--- src/rtl/ctrl_pkg.sv ---
// Shared constants and types for the ctrl_seq instruction sequencer:
// T-state one-hots, opcode class patterns, jump condition codes.
package ctrl_pkg;

  localparam logic [7:0] T0 = 8'h01;
  localparam logic [7:0] T1 = 8'h02;
  localparam logic [7:0] T2 = 8'h04;
  localparam logic [7:0] T3 = 8'h08;
  localparam logic [7:0] T4 = 8'h10;
  localparam logic [7:0] T5 = 8'h20;
  localparam logic [7:0] T6 = 8'h40;
  localparam logic [7:0] T7 = 8'h80;

  localparam logic [7:0] ALU_MASK  = 8'h80;
  localparam logic [7:0] ALU_PAT   = 8'h80;
  localparam logic [7:0] GRP_MASK  = 8'hFC;
  localparam logic [7:0] LOAD_PAT  = 8'h20;
  localparam logic [7:0] STORE_PAT = 8'h40;
  localparam logic [7:0] LDI_PAT   = 8'h24;
  localparam logic [7:0] JMP_PAT   = 8'h04;

  localparam logic [7:0] CTRL_RESET_OPCODE = 8'h00;

  typedef enum logic [1:0] {
    CC_ALWAYS = 2'b00,
    CC_Z      = 2'b01,
    CC_NZ     = 2'b10,
    CC_C      = 2'b11
  } cond_t;

  typedef struct packed {
    logic alu;
    logic load;
    logic store;
    logic ldi;
    logic jmp;
    logic nop;
  } op_class_t;

  function automatic logic cond_met(input cond_t cc, input logic z, input logic c);
    logic met;
    case (cc)
      CC_ALWAYS: met = 1'b1;
      CC_Z:      met = z;
      CC_NZ:     met = ~z;
      CC_C:      met = c;
      default:   met = 1'b0;
    endcase
    return met;
  endfunction

endpackage

--- src/rtl/ctrl_decode.sv ---
// Combinational opcode decode: one-hot instruction class plus the
// operation, source, destination and condition fields.
module ctrl_decode
  import ctrl_pkg::*;
(
  input  logic [7:0] opcode,
  output op_class_t  cls,
  output logic [2:0] ooo,
  output logic [1:0] ss,
  output logic [1:0] dd,
  output cond_t      cc
);

  logic m_alu;
  logic m_load;
  logic m_store;
  logic m_ldi;
  logic m_jmp;

  assign m_alu   = (opcode & ALU_MASK) == ALU_PAT;
  assign m_load  = (opcode & GRP_MASK) == LOAD_PAT;
  assign m_store = (opcode & GRP_MASK) == STORE_PAT;
  assign m_ldi   = (opcode & GRP_MASK) == LDI_PAT;
  assign m_jmp   = (opcode & GRP_MASK) == JMP_PAT;

  // Anything unrecognised executes as a two-cycle NOP.
  assign cls = {m_alu, m_load, m_store, m_ldi, m_jmp,
                ~(m_alu | m_load | m_store | m_ldi | m_jmp)};

  assign ooo = opcode[6:4];
  assign ss  = opcode[3:2];
  assign dd  = opcode[1:0];
  assign cc  = cond_t'(opcode[1:0]);

endmodule

--- src/rtl/ctrl_seq.sv ---
// One-hot T-state instruction sequencer with opcode prefetch and watchdog.
// Define CTRL_WAIT_EN to add the rdy input and memory wait states.
module ctrl_seq
  import ctrl_pkg::*;
#(
  parameter int         DATA_WIDTH   = 8,
  parameter int         NUM_T        = 8,
  parameter logic [7:0] RESET_OPCODE = CTRL_RESET_OPCODE
) (
  input  logic                  clk,
  input  logic                  rst,
  input  logic [DATA_WIDTH-1:0] iodb,
  input  logic                  flag_z,
  input  logic                  flag_c,
`ifdef CTRL_WAIT_EN
  input  logic                  rdy,
`endif
  output logic                  dl_db,
  output logic                  dl_abl,
  output logic                  dl_abh,
  output logic                  pci,
  output logic                  pcl_abl,
  output logic                  pch_abh,
  output logic                  pcl_db,
  output logic                  pch_db,
  output logic                  abl_pcl,
  output logic                  abh_pch,
  output logic [2:0]            op,
  output logic                  alue,
  output logic                  dbe,
  output logic                  sbe,
  output logic                  dbld,
  output logic                  ral_adl,
  output logic                  rah_adh,
  output logic                  rw,
  output logic [1:0]            dba,
  output logic [1:0]            sba,
  output logic                  sync,
  output logic [NUM_T-1:0]      tstate,
  output logic                  trap
);

  localparam logic [NUM_T-1:0] ST0 = NUM_T'(T0);
  localparam logic [NUM_T-1:0] ST1 = NUM_T'(T1);
  localparam logic [NUM_T-1:0] ST2 = NUM_T'(T2);
  localparam logic [NUM_T-1:0] ST3 = NUM_T'(T3);

  logic [NUM_T-1:0] state_q, state_d;
  logic [7:0]       opcode_q, opcode_d;
  logic [7:0]       preop_q, preop_d;
  logic             trap_q, trap_d;

  op_class_t  cls;
  logic [2:0] ooo;
  logic [1:0] ss;
  logic [1:0] dd;
  cond_t      cc;

  logic rdy_i;
  logic state_ok;
  logic mem_cycle;
  logic stall;
  logic retire;
  logic direct;
  logic pci_raw;
  logic dbld_raw;

`ifdef CTRL_WAIT_EN
  assign rdy_i = rdy;
`else
  assign rdy_i = 1'b1;
`endif

  ctrl_decode u_decode (
    .opcode (opcode_q),
    .cls    (cls),
    .ooo    (ooo),
    .ss     (ss),
    .dd     (dd),
    .cc     (cc)
  );

  assign state_ok = (state_q != '0) && ((state_q & (state_q - NUM_T'(1))) == '0);
  assign sync     = (state_q == ST0);
  assign tstate   = state_q;
  assign trap     = trap_q;

  always_comb begin
    dl_db     = 1'b0;
    dl_abl    = 1'b0;
    dl_abh    = 1'b0;
    pcl_abl   = 1'b0;
    pch_abh   = 1'b0;
    pcl_db    = 1'b0;
    pch_db    = 1'b0;
    abl_pcl   = 1'b0;
    abh_pch   = 1'b0;
    op        = '0;
    alue      = 1'b0;
    dbe       = 1'b0;
    sbe       = 1'b0;
    ral_adl   = 1'b0;
    rah_adh   = 1'b0;
    rw        = 1'b0;
    dba       = '0;
    sba       = '0;
    pci_raw   = 1'b0;
    dbld_raw  = 1'b0;
    mem_cycle = 1'b0;
    retire    = 1'b0;
    direct    = 1'b0;

    if (state_ok) begin
      if (state_q == ST0) begin
        pcl_abl   = 1'b1;
        pch_abh   = 1'b1;
        pci_raw   = 1'b1;
        mem_cycle = 1'b1;
        if (cls.alu) begin
          op  = ooo;
          sba = ss;
          dba = dd;
          dbe = 1'b1;
          sbe = 1'b1;
        end
      end else if (state_q == ST1) begin
        if (cls.alu) begin
          alue     = 1'b1;
          dba      = dd;
          dbld_raw = 1'b1;
          retire   = 1'b1;
        end else if (cls.load) begin
          ral_adl   = 1'b1;
          rah_adh   = 1'b1;
          dba       = dd;
          dl_db     = 1'b1;
          dbld_raw  = 1'b1;
          mem_cycle = 1'b1;
          retire    = 1'b1;
        end else if (cls.store) begin
          ral_adl   = 1'b1;
          rah_adh   = 1'b1;
          dba       = dd;
          dbe       = 1'b1;
          rw        = 1'b1;
          mem_cycle = 1'b1;
          retire    = 1'b1;
        end else if (cls.ldi) begin
          // Immediate was prefetched into DL at T0; this fetch is the next opcode.
          dl_db     = 1'b1;
          dbld_raw  = 1'b1;
          dba       = dd;
          pcl_abl   = 1'b1;
          pch_abh   = 1'b1;
          pci_raw   = 1'b1;
          mem_cycle = 1'b1;
          retire    = 1'b1;
          direct    = 1'b1;
        end else if (cls.jmp) begin
          dl_abl    = 1'b1;
          pcl_abl   = 1'b1;
          pch_abh   = 1'b1;
          pci_raw   = 1'b1;
          mem_cycle = 1'b1;
        end else if (cls.nop) begin
          retire = 1'b1;
        end
      end else if (state_q == ST2 && cls.jmp) begin
        dl_abh = 1'b1;
        if (cond_met(cc, flag_z, flag_c)) begin
          abl_pcl = 1'b1;
          abh_pch = 1'b1;
        end
      end else if (state_q == ST3 && cls.jmp) begin
        pcl_abl   = 1'b1;
        pch_abh   = 1'b1;
        pci_raw   = 1'b1;
        mem_cycle = 1'b1;
        retire    = 1'b1;
        direct    = 1'b1;
      end
    end

    stall = mem_cycle & ~rdy_i;
    pci   = pci_raw & ~stall;
    dbld  = dbld_raw & ~stall;

    state_d  = state_q;
    opcode_d = opcode_q;
    preop_d  = preop_q;
    trap_d   = 1'b0;
    if (!state_ok) begin
      state_d  = ST0;
      opcode_d = RESET_OPCODE;
      trap_d   = 1'b1;
    end else if (!stall) begin
      if (state_q == ST0) begin
        preop_d = iodb[7:0];
      end
      if (retire) begin
        state_d  = ST0;
        opcode_d = direct ? iodb[7:0] : preop_q;
      end else begin
        state_d = state_q << 1;
      end
    end
  end

  always_ff @(posedge clk) begin
    if (rst) begin
      state_q  <= ST0;
      opcode_q <= RESET_OPCODE;
      preop_q  <= 8'h00;
      trap_q   <= 1'b0;
    end else begin
      state_q  <= state_d;
      opcode_q <= opcode_d;
      preop_q  <= preop_d;
      trap_q   <= trap_d;
    end
  end

endmodule
--- config.mk ---
export PLATFORM = sky130hd
export DESIGN_NAME = ctrl_seq
export DESIGN_NICKNAME = d
export VERILOG_FILES = /design/src/rtl/ctrl_pkg.sv /design/src/rtl/ctrl_decode.sv /design/src/rtl/ctrl_seq.sv
export SDC_FILE = /design/constraint.sdc
export NUM_CORES = 1
export LEC_CHECK = 0
export CAP_MARGIN = 5
export CORE_AREA = 3 3 81 83
export CTS_BUF_LIST = sky130_fd_sc_hd__clkbuf_4 sky130_fd_sc_hd__clkbuf_8
export CTS_CLUSTER_SIZE = 16
export DETAILED_ROUTE_END_ITERATION = 7
export DIE_AREA = 0 0 84 86
export GPL_ROUTABILITY_DRIVEN = 0
export PLACE_DENSITY = 0.54
export SKIP_LAST_GASP = 1
export SLEW_MARGIN = 15
export SYNTH_ARGS = -nofsm -noshare
export SYNTH_HDL_FRONTEND = slang
export SYNTH_SLANG_ARGS = --single-unit
--- constraint.sdc ---
create_clock -name clk -period 1.9 [get_ports clk]
set_input_delay 0.285 -clock clk [delete_from_list [all_inputs] [get_ports clk]]
set_output_delay 0.285 -clock clk [all_outputs]
set_load 0.005 [all_outputs]
==> impl_metrics.tcl <==
set metrics [dict create \
    cap_violations 0 \
    fin_skew_ns 0.00195 \
    setup_slack_ns -0.200 \
    power.leakage_uw 0.00109 \
    htree_levels 1 \
    max-clock-path-buffers 2 \
    vias_per_cell 4.55 \
    async_reset_ff_frac 0 \
    io_buffers 43 \
    slew_headroom 0.602 \
    nets 266 \
    clk_pin_slew_worst_paths_ns 0.08 \
    yosys-top-cells-area "dfxtp_1 34%, mux2i_1 11%, nor2_1 5.1%" \
    end_kind "output port" \
    power_density_nw_per_um2 1160 \
    tritoncts_num_sinks 25 \
    worstPathArrival_ns 1.82 \
    slew_viol_final 0 \
    ys.flop_type "dfxtp_1" \
    drive_gt1_frac 0.538 \
    postSynthRegisterBits 25 \
    diodes 0 \
    initial_utilization 0.250 \
    ys_warn_count 0 \
    period_minus_slack_ns 2.10 \
    outcome "complete, but fails checks" \
    grt-ovfl-total 0 \
    hold_viol 0 \
    io_pins 46 \
    critPathLaunchType "flop" \
    dr.pass1.iters 4 \
    root_buffer "clkbuf_8" \
    avgSynthCellArea_sq_um 8.86 \
    timing.fmax_mhz 476 \
    synth_cell_type_count 42 \
    setup_viol 21 \
    grt_max_degree 17 \
    die_w_microns 84 \
    finalCritPeriodShare 1.11 \
    drc_errors 0 \
    synth_cells 167 \
    synth_common_cells "25 x dfxtp_1, 20 x nor2_1, 17 x mux2i_1, 9 x nand3b_1" \
    cts_tree "yes" \
    insertion_delay_ns 0.26 \
    grt_pass1_wl_microns 7330 \
    fin_util 0.449 \
    core_area_sq_um 5920 \
    via_count 1492 \
    rows 28 \
    die-area_sq_um 7220 \
    rsz0062_at_grt "yes" \
    syn_area_sq_um 1480 \
    failed_checks "negative setup slack" \
    ant_nets 0 \
    ir_drop_mv 0.625 \
    yosysTopAreaCell "dfxtp_1" \
    synth_edf_count 0 \
    synth_top_area_share 0.338 \
    yosysMostFrequentCell "dfxtp_1" \
    die_y_microns 86 \
    crit_fanout 2 \
    holdCritPathClass "flop to flop" \
    hpwlAfterDp_microns 3190 \
    yosysSeqAreaShare 0.338 \
    wl_per_cell_microns 13.8 \
    wl_microns 4540 \
    cp_data_required_time_ns 1.62 \
    critPathKind "flop to output port" \
    drtIter0Drc 39 \
    area_delta_synth_final_pct 79.5 \
    cts_buffers 3 \
    first_global_vias 1492 \
    antenna_found_initial 0 \
    worst_slew_pin_slew_ns 0.593 \
    hold_buffers 0 \
    holdWs_ns 0.498 \
    grtUsageTotal 0.123 \
]
## path summary, 6_finish.rpt
| kind | start | endpoint | slack, ns | depth (start not counted) |
|---|---|---|---|---|
| setup / recovery | opcode_q[7] | pci | -0.20 | 6 |
| setup reg to reg | tstate[2] | tstate[0] | -0.02 | 7 |
| hold / removal | preop_q[0] | preop_q[0] | 0.50 | 2 |
| hold reg to reg | preop_q[0] | preop_q[0] | 0.50 | 2 |
## metal layers
metal | vias up | GRT usage | wire length [microns]
li1 | 764 | - | -
met1 | 692 | 0.171 | 2190
met2 | 30 | 0.200 | 2130
met3 | 6 | 0.0173 | 164
met4 | 0 | 0.0351 | 48
met5 | - | 0 | 0
## cell type report
| class | count | area, sq um |
|---|---|---|
| Clock buffer | 4 | 48.8 |
| Fill cell | 554 | 3260 |
| Inverter | 4 | 15.0 |
| Multi-Input combinational cell | 123 | 1150 |
| Sequential cell | 25 | 505 |
| Tap cell | 75 | 93.8 |
| Timing Repair Buffer | 97 | 841 |
## per-stage QoR
| step | worst slack (ns) | total power [uW] | instance area [sq um] | cells | TNS [ns] |
|---|---|---|---|---|---|
| 6_report | -0.200 | 3070 | 2660 | 328 | -1.53 |
| 3_5_place_dp | -0.268 | 2210 | 2240 | 310 | -3.61 |
| 4_1_cts | -0.239 | 2780 | 2460 | 323 | -2.01 |
| 5_1_grt | -0.311 | 3270 | 2660 | 328 | -3.82 |
| 2_1_floorplan | 0.0177 | 1510 | 1490 | 168 | 0 |
| 3_3_place_gp | -0.202 | 2200 | 2240 | 310 | -3.11 |
## sequential cells by signal (all words and copies together) (netlist names)
signal / flops
trap: 1
opcode_q: 8
preop_q: 8
tstate: 8
## critical path: stages, from the launching register on
cell and delay [ns]:
dfxtp_2 0.33, or3_4 0.40, nor4_4 0.16, nand3b_1 0.10
a21o_1 0.19, a21oi_2 0.13, dlygate4sd2_1 0.25
## repair_timing
| action | 4_1_cts | 5_1_grt |
|---|---|---|
| cloned | 0 | 2 |
| pin swaps | 21 | 18 |
| resized for setup | 120 | 48 |
| setup buffers | 9 | 4 |
| setup endpoints to repair | 34 | 36 |
## where the power goes
group | total [uW] | switching, uW | internal (uW)
combinational | 2030 | 862 | 1160
clock | 325 | 161 | 164
sequential | 719 | 84.1 | 635
## cell families after synthesis
logic type             Yosys count  share of synthesized area
AND/OR/NAND/NOR                 81                      0.351
AO/OA/AOI/OAI                   21                     0.0989
multiplexers                    18                      0.123
other                            1                    0.00253
flip-flops                      25                      0.338
buffers and inverters           21                     0.0871
## cell usage in the layout, fill, tap and decap left out, drive strengths merged, types with 6 or more instances in the layout
cell / n
buf: 74
dfxtp: 25
clkdlybuf4s50: 20
nor2: 20
mux2i: 17
o22ai: 10
nand3b: 9
nor2b: 7
clkbuf: 6
No activity file was read; power rests on OpenSTA's default activity.
==> edit 1: new RTL, config.mk and constraints unchanged <==
Change the parameter `NUM_T` from 8 to 9.
--- a/src/rtl/ctrl_seq.sv
+++ b/src/rtl/ctrl_seq.sv
@@ -4,7 +4,7 @@
   import ctrl_pkg::*;
 #(
   parameter int         DATA_WIDTH   = 8,
-  parameter int         NUM_T        = 8,
+  parameter int         NUM_T        = 9,
   parameter logic [7:0] RESET_OPCODE = CTRL_RESET_OPCODE
 ) (
   input  logic                  clk,
Interface: changed (resized tstate); port bits go from 46 to 47. The function was not compared with the original's and may differ.
==> edit 1 against the original RTL <==
The flow still finishes with violations (setup timing); final area shrank 3.6%; final cell count shrank 3.4%; wire length shrank 8.6%; synthesized area shrank 5.5%; worst setup slack lost 0.25 ns; power grew 5.5%; sequential cell count grew 1; first-iteration DRC count shrank 15%; critical endpoint is now tstate[5]; largest cell class unchanged; largest power group unchanged; highest routed layer unchanged.
==> edit 1: results <==
export IMPL_yosys_warnings=0
export IMPL_power_leakage_nw=1.10
export IMPL_hpwl_um=2990
export IMPL_cts_made_buffers=3
export IMPL_status="finished, violations left"
export IMPL_path_max_fanout=11
export IMPL_ant_nets=0
export IMPL_port_buffers=44
export IMPL_clk_latency_ns=0.27
export IMPL_drt_pass1_iterations=4
export IMPL_cts_max_path_buffers=2
export IMPL_grt_max_degree=16
export IMPL_layout_nets=255
export IMPL_place_inst=301
export IMPL_crit_arrival_ns=2.57
export IMPL_largest_register_ff_count=9
export IMPL_setup_slack_ns=-0.449
export IMPL_synthTopCellsByArea="dfxtp_1 37%, mux2i_1 12%, o2bb2ai_1 5.0%"
export IMPL_antenna_found_initial=0
export IMPL_synth_cell_types=39
export IMPL_dr_first_iter_drc_count=33
export IMPL_grt_pass1_wl_um=6640
export IMPL_async_flop_share=0
export IMPL_clk_pin_slew_ns=0.09
export IMPL_hold_class="reg -> reg"
export IMPL_report_final_slew_viol_count=0
export IMPL_fin_cells=317
export IMPL_ys_seq_area_frac=0.372
export IMPL_hold_violations=0
export IMPL_fillers=588
export IMPL_place_area_mm2=0.00220
export IMPL_ir_drop_v=0.000655
export IMPL_vias_per_cell=4.42
export IMPL_finalSetupViolCount=40
export IMPL_finalWirelength_um=4140
export IMPL_postSynthCellCount=150
export IMPL_clock_skew_ns=0.00344
export IMPL_internal_power_mw=2.18
export IMPL_drive_above_1_share=0.533
export IMPL_dp_slack_ns=-0.653
export IMPL_grt_usage=0.114
export IMPL_htree_num_levels=1
export IMPL_core_rowCount=28
export IMPL_cts_root_buf="clkbuf_8"
export IMPL_synthTopCellsByCount="26 x dfxtp_1, 17 x mux2i_1, 16 x nor2_1, 8 x o2bb2ai_1, 7 x and2_2"
export IMPL_diodes=0
export IMPL_violations="setup timing"
export IMPL_grt_pass1_vias=1376
-- edit 1: per-layer routing --
| metal | vias to the layer above | wire length (µm) | global-route usage |
|---|---|---|---|
| met5 | - | 0 | 0 |
| met4 | 0 | 20 | 0.0278 |
| met3 | 2 | 139 | 0.0288 |
| met2 | 25 | 2070 | 0.189 |
| met1 | 657 | 1910 | 0.148 |
| li1 | 716 | - | - |
-- edit 1: what timing repair did --
action,4_1_cts,5_1_grt
buffers inserted,13,8
hold buffers,0,0
setup endpoints to repair,41,49
pin swaps,12,12
resized for setup,132,27
-- edit 1: power by group through the flow --
stage	Combinational, mW	Clock, mW	Sequential, mW
final	2.06	0.460	0.717
after global routing	2.22	0.496	0.734
after CTS	1.84	0.472	0.712
after detailed placement	1.49	0	0.725
after global placement	1.48	0	0.724
after floorplan	0.826	0	0.725
-- edit 1: worst paths after layout --
path	from	end	slack, ns	cells past startpoint
setup / recovery	tstate[0]	tstate[5]	-0.45	6
setup reg to reg	tstate[0]	tstate[5]	-0.45	6
hold reg to reg	preop_q[2]	preop_q[2]	0.50	2
hold / removal	preop_q[2]	preop_q[2]	0.50	2
-- edit 1: worst max-delay path, stage by stage (launching register included) --
cell and delay (ns):
dfxtp_2 0.35, or4_4 0.55, o31a_1 0.25, or4_4 0.44
a2111oi_4 0.38, buf_6 0.19, and2_2 0.14
-- edit 1: cell families (layout without fill, tap and decap cells) --
group           Yosys count  count (layout)  share of synthesized area
mux                      17              17                      0.122
fa+ha+maj                 1               1                    0.00716
compound gates           26              26                      0.151
other cells               1               2                    0.00268
buf+inv                  16             107                     0.0707
flops                    26              26                      0.372
xor+xnor                  1               1                    0.00626
simple gates             62              62                      0.268
-- edit 1: layout make-up --
cell class	count	share of cell area
sequential	26	0.206
inverter	2	0.00293
clock buffer	3	0.0161
multi-input combinational	109	0.379
timing repair buffer	101	0.347
clock inverter	1	0.0117
tap	75	0.0366
-- edit 1: metrics by stage --
| stage | total power [mW] | TNS (ns) | util |
|---|---|---|---|
| finish | 3.24 | -13.43 | 0.433 |
| global route | 3.45 | -17.46 | 0.433 |
| CTS | 3.03 | -15.02 | 0.410 |
| detailed placement | 2.21 | -17.13 | 0.372 |
| global placement | 2.21 | -16.86 | 0.372 |
| floorplan | 1.55 | -9.44 | - |
==> edit 2: new RTL, config.mk and constraints unchanged <==
Without the edit above. Put a register stage on the output `rah_adh`, cleared by the reset. The value now appears one clock later. The other outputs are not delayed to match.
--- a/src/rtl/ctrl_seq.sv
+++ b/src/rtl/ctrl_seq.sv
@@ -45,6 +45,8 @@
   localparam logic [NUM_T-1:0] ST2 = NUM_T'(T2);
   localparam logic [NUM_T-1:0] ST3 = NUM_T'(T3);
 
+  logic rah_adh_d;
+
   logic [NUM_T-1:0] state_q, state_d;
   logic [7:0]       opcode_q, opcode_d;
   logic [7:0]       preop_q, preop_d;
@@ -100,7 +102,7 @@
     dbe       = 1'b0;
     sbe       = 1'b0;
     ral_adl   = 1'b0;
-    rah_adh   = 1'b0;
+    rah_adh_d = 1'b0;
     rw        = 1'b0;
     dba       = '0;
     sba       = '0;
@@ -131,7 +133,7 @@
           retire   = 1'b1;
         end else if (cls.load) begin
           ral_adl   = 1'b1;
-          rah_adh   = 1'b1;
+          rah_adh_d = 1'b1;
           dba       = dd;
           dl_db     = 1'b1;
           dbld_raw  = 1'b1;
@@ -139,7 +141,7 @@
           retire    = 1'b1;
         end else if (cls.store) begin
           ral_adl   = 1'b1;
-          rah_adh   = 1'b1;
+          rah_adh_d = 1'b1;
           dba       = dd;
           dbe       = 1'b1;
           rw        = 1'b1;
@@ -220,4 +222,12 @@
     end
   end
 
+  always_ff @(posedge clk) begin
+    if (rst) begin
+      rah_adh <= '0;
+    end else begin
+      rah_adh <= rah_adh_d;
+    end
+  end
+
 endmodule
Check against the original RTL: not equivalent (Yosys sat finds a counterexample within 4 cycles, from zero or initial values and one cycle with rst high).
==> edit 2 against the original RTL <==
Clock power shrank 2%; critical endpoint is now pch_abh; count of clock-buffer cells in the layout is 1 lower; the run still ends with setup timing left; wire length is 1.5% lower; largest power group unchanged; worst setup slack better by 0.0063 ns; critical path depth is the same; global-route usage rose by 0.16 points; synthesized cell count down 7.8%; first-iteration DRC count rose by 120%; power is 5.2% lower; final area down 4.4%; sequential cell count up 1; hold slack lost 0.040 ns; highest routed layer unchanged; synthesized area decreased by 8.1%; utilization shrank 2.0 points.
==> edit 2: results <==
export IMPL_dp_slack_ns=-0.305
export IMPL_avgRoutedWirePerCell_um=13.7
export IMPL_port_buffers=43
export IMPL_path_max_fanout=4
export IMPL_layout_nets=264
export IMPL_power_leakage_nw=1.04
export IMPL_syn_avg_cell_area_um2=8.83
export IMPL_hpwl_um=3120
export IMPL_hp_start="preop_q[2]"
export IMPL_ir_drop_v=0.000468
export IMPL_crit_arrival_ns=1.81
export IMPL_grt_usage=0.125
export IMPL_clock_skew_ns=0.00371
export IMPL_place_inst=302
export IMPL_reg2reg_to="tstate[3]"
export IMPL_finalSetupTns_ns=-3.81
export IMPL_status="finished, violations left"
export IMPL_area_growth_pct=86.8
export IMPL_drive_above_1_share=0.548
export IMPL_r2r_start="tstate[2]"
export IMPL_synthTopCellsByArea="dfxtp_1 38%, mux2i_1 6.6%, and2_1 6.0%"
export IMPL_internal_power_mw=1.81
export IMPL_synthTopCellsByCount="26 x dfxtp_1, 21 x nand2_1, 13 x and2_1, 9 x a21oi_1, 9 x mux2i_1"
export IMPL_finalSetupViolCount=34
export IMPL_setup_slack_ns=-0.194
export IMPL_diodes=0
export IMPL_power_density_mw_per_mm2=1150
export IMPL_vias_per_cell=4.60
export IMPL_hold_class="reg -> reg"
export IMPL_grt_pass1_vias=1529
export IMPL_synth_cell_types=42
export IMPL_violations="setup timing"
export IMPL_clkPwrFrac=0.110
export IMPL_crit_end="pch_abh"
export IMPL_fillers=566
export IMPL_p_seq_uw=729
export IMPL_postSynthCellCount=154
export IMPL_ys_seq_area_frac=0.383
export IMPL_grt_max_degree=14
export IMPL_fin_cells=325
export IMPL_dr_first_iter_drc_count=87
export IMPL_crit_path_start="tstate[7]"
export IMPL_ff2ff_setup_slack_ns=-0.15
## edit 2: metrics by stage
step                      area [µm²]   util
after detailed placement        2160  0.365
final                           2540  0.429
after global routing            2540  0.429
after floorplan                 1390      -
after global placement          2160  0.365
after CTS                       2470  0.418
## edit 2: cell type report
cell class                 instances  area share
tap                               75      0.0369
timing repair buffer             103       0.345
clock buffer                       3      0.0163
inverter                           4     0.00690
multi-input combinational        114       0.385
sequential                        26       0.210
## edit 2: kinds of logic after synthesis
logic type             Yosys count  share of synthesized area
muxes                            9                     0.0662
and+or+nand+nor                 73                      0.309
other                            1                    0.00276
DFF                             26                      0.383
AOI/OAI and AO/OA               30                      0.179
buffers and inverters           15                     0.0598
## edit 2: layer usage
layer / vias to the layer above / GRT usage / routed length [µm]
met5: - / 0 / 0
met4: 0 / 0.0395 / 60
met3: 5 / 0.0173 / 201
met2: 42 / 0.213 / 2160
met1: 706 / 0.163 / 2050
li1: 741 / - / -
## edit 2: worst max-delay path: stages (launching register included)
cell	delay (ns)
dfxtp_2	0.34
nor4_4	0.30
and4b_2	0.30
nand2_2	0.07
buf_6	0.15
o311ai_4	0.22
buf_2	0.16
## edit 2: worst min path at each step
| stage | end | slack [ns] | cells past startpoint |
|---|---|---|---|
| 2_1_floorplan | preop_q[0] | 0.43 | 2 |
| 3_3_place_gp | preop_q[4] | 0.44 | 2 |
| 3_5_place_dp | preop_q[7] | 0.45 | 2 |
| 4_1_cts | preop_q[7] | 0.46 | 2 |
| 5_1_grt | preop_q[7] | 0.48 | 2 |
| 6_report | preop_q[2] | 0.46 | 2 |
## edit 2: repair_timing
action	4_1_cts	5_1_grt
setup endpoints to repair	37	38
buffers inserted	16	3
pin swaps	20	17
cloned	2	0
gates resized for setup	142	19
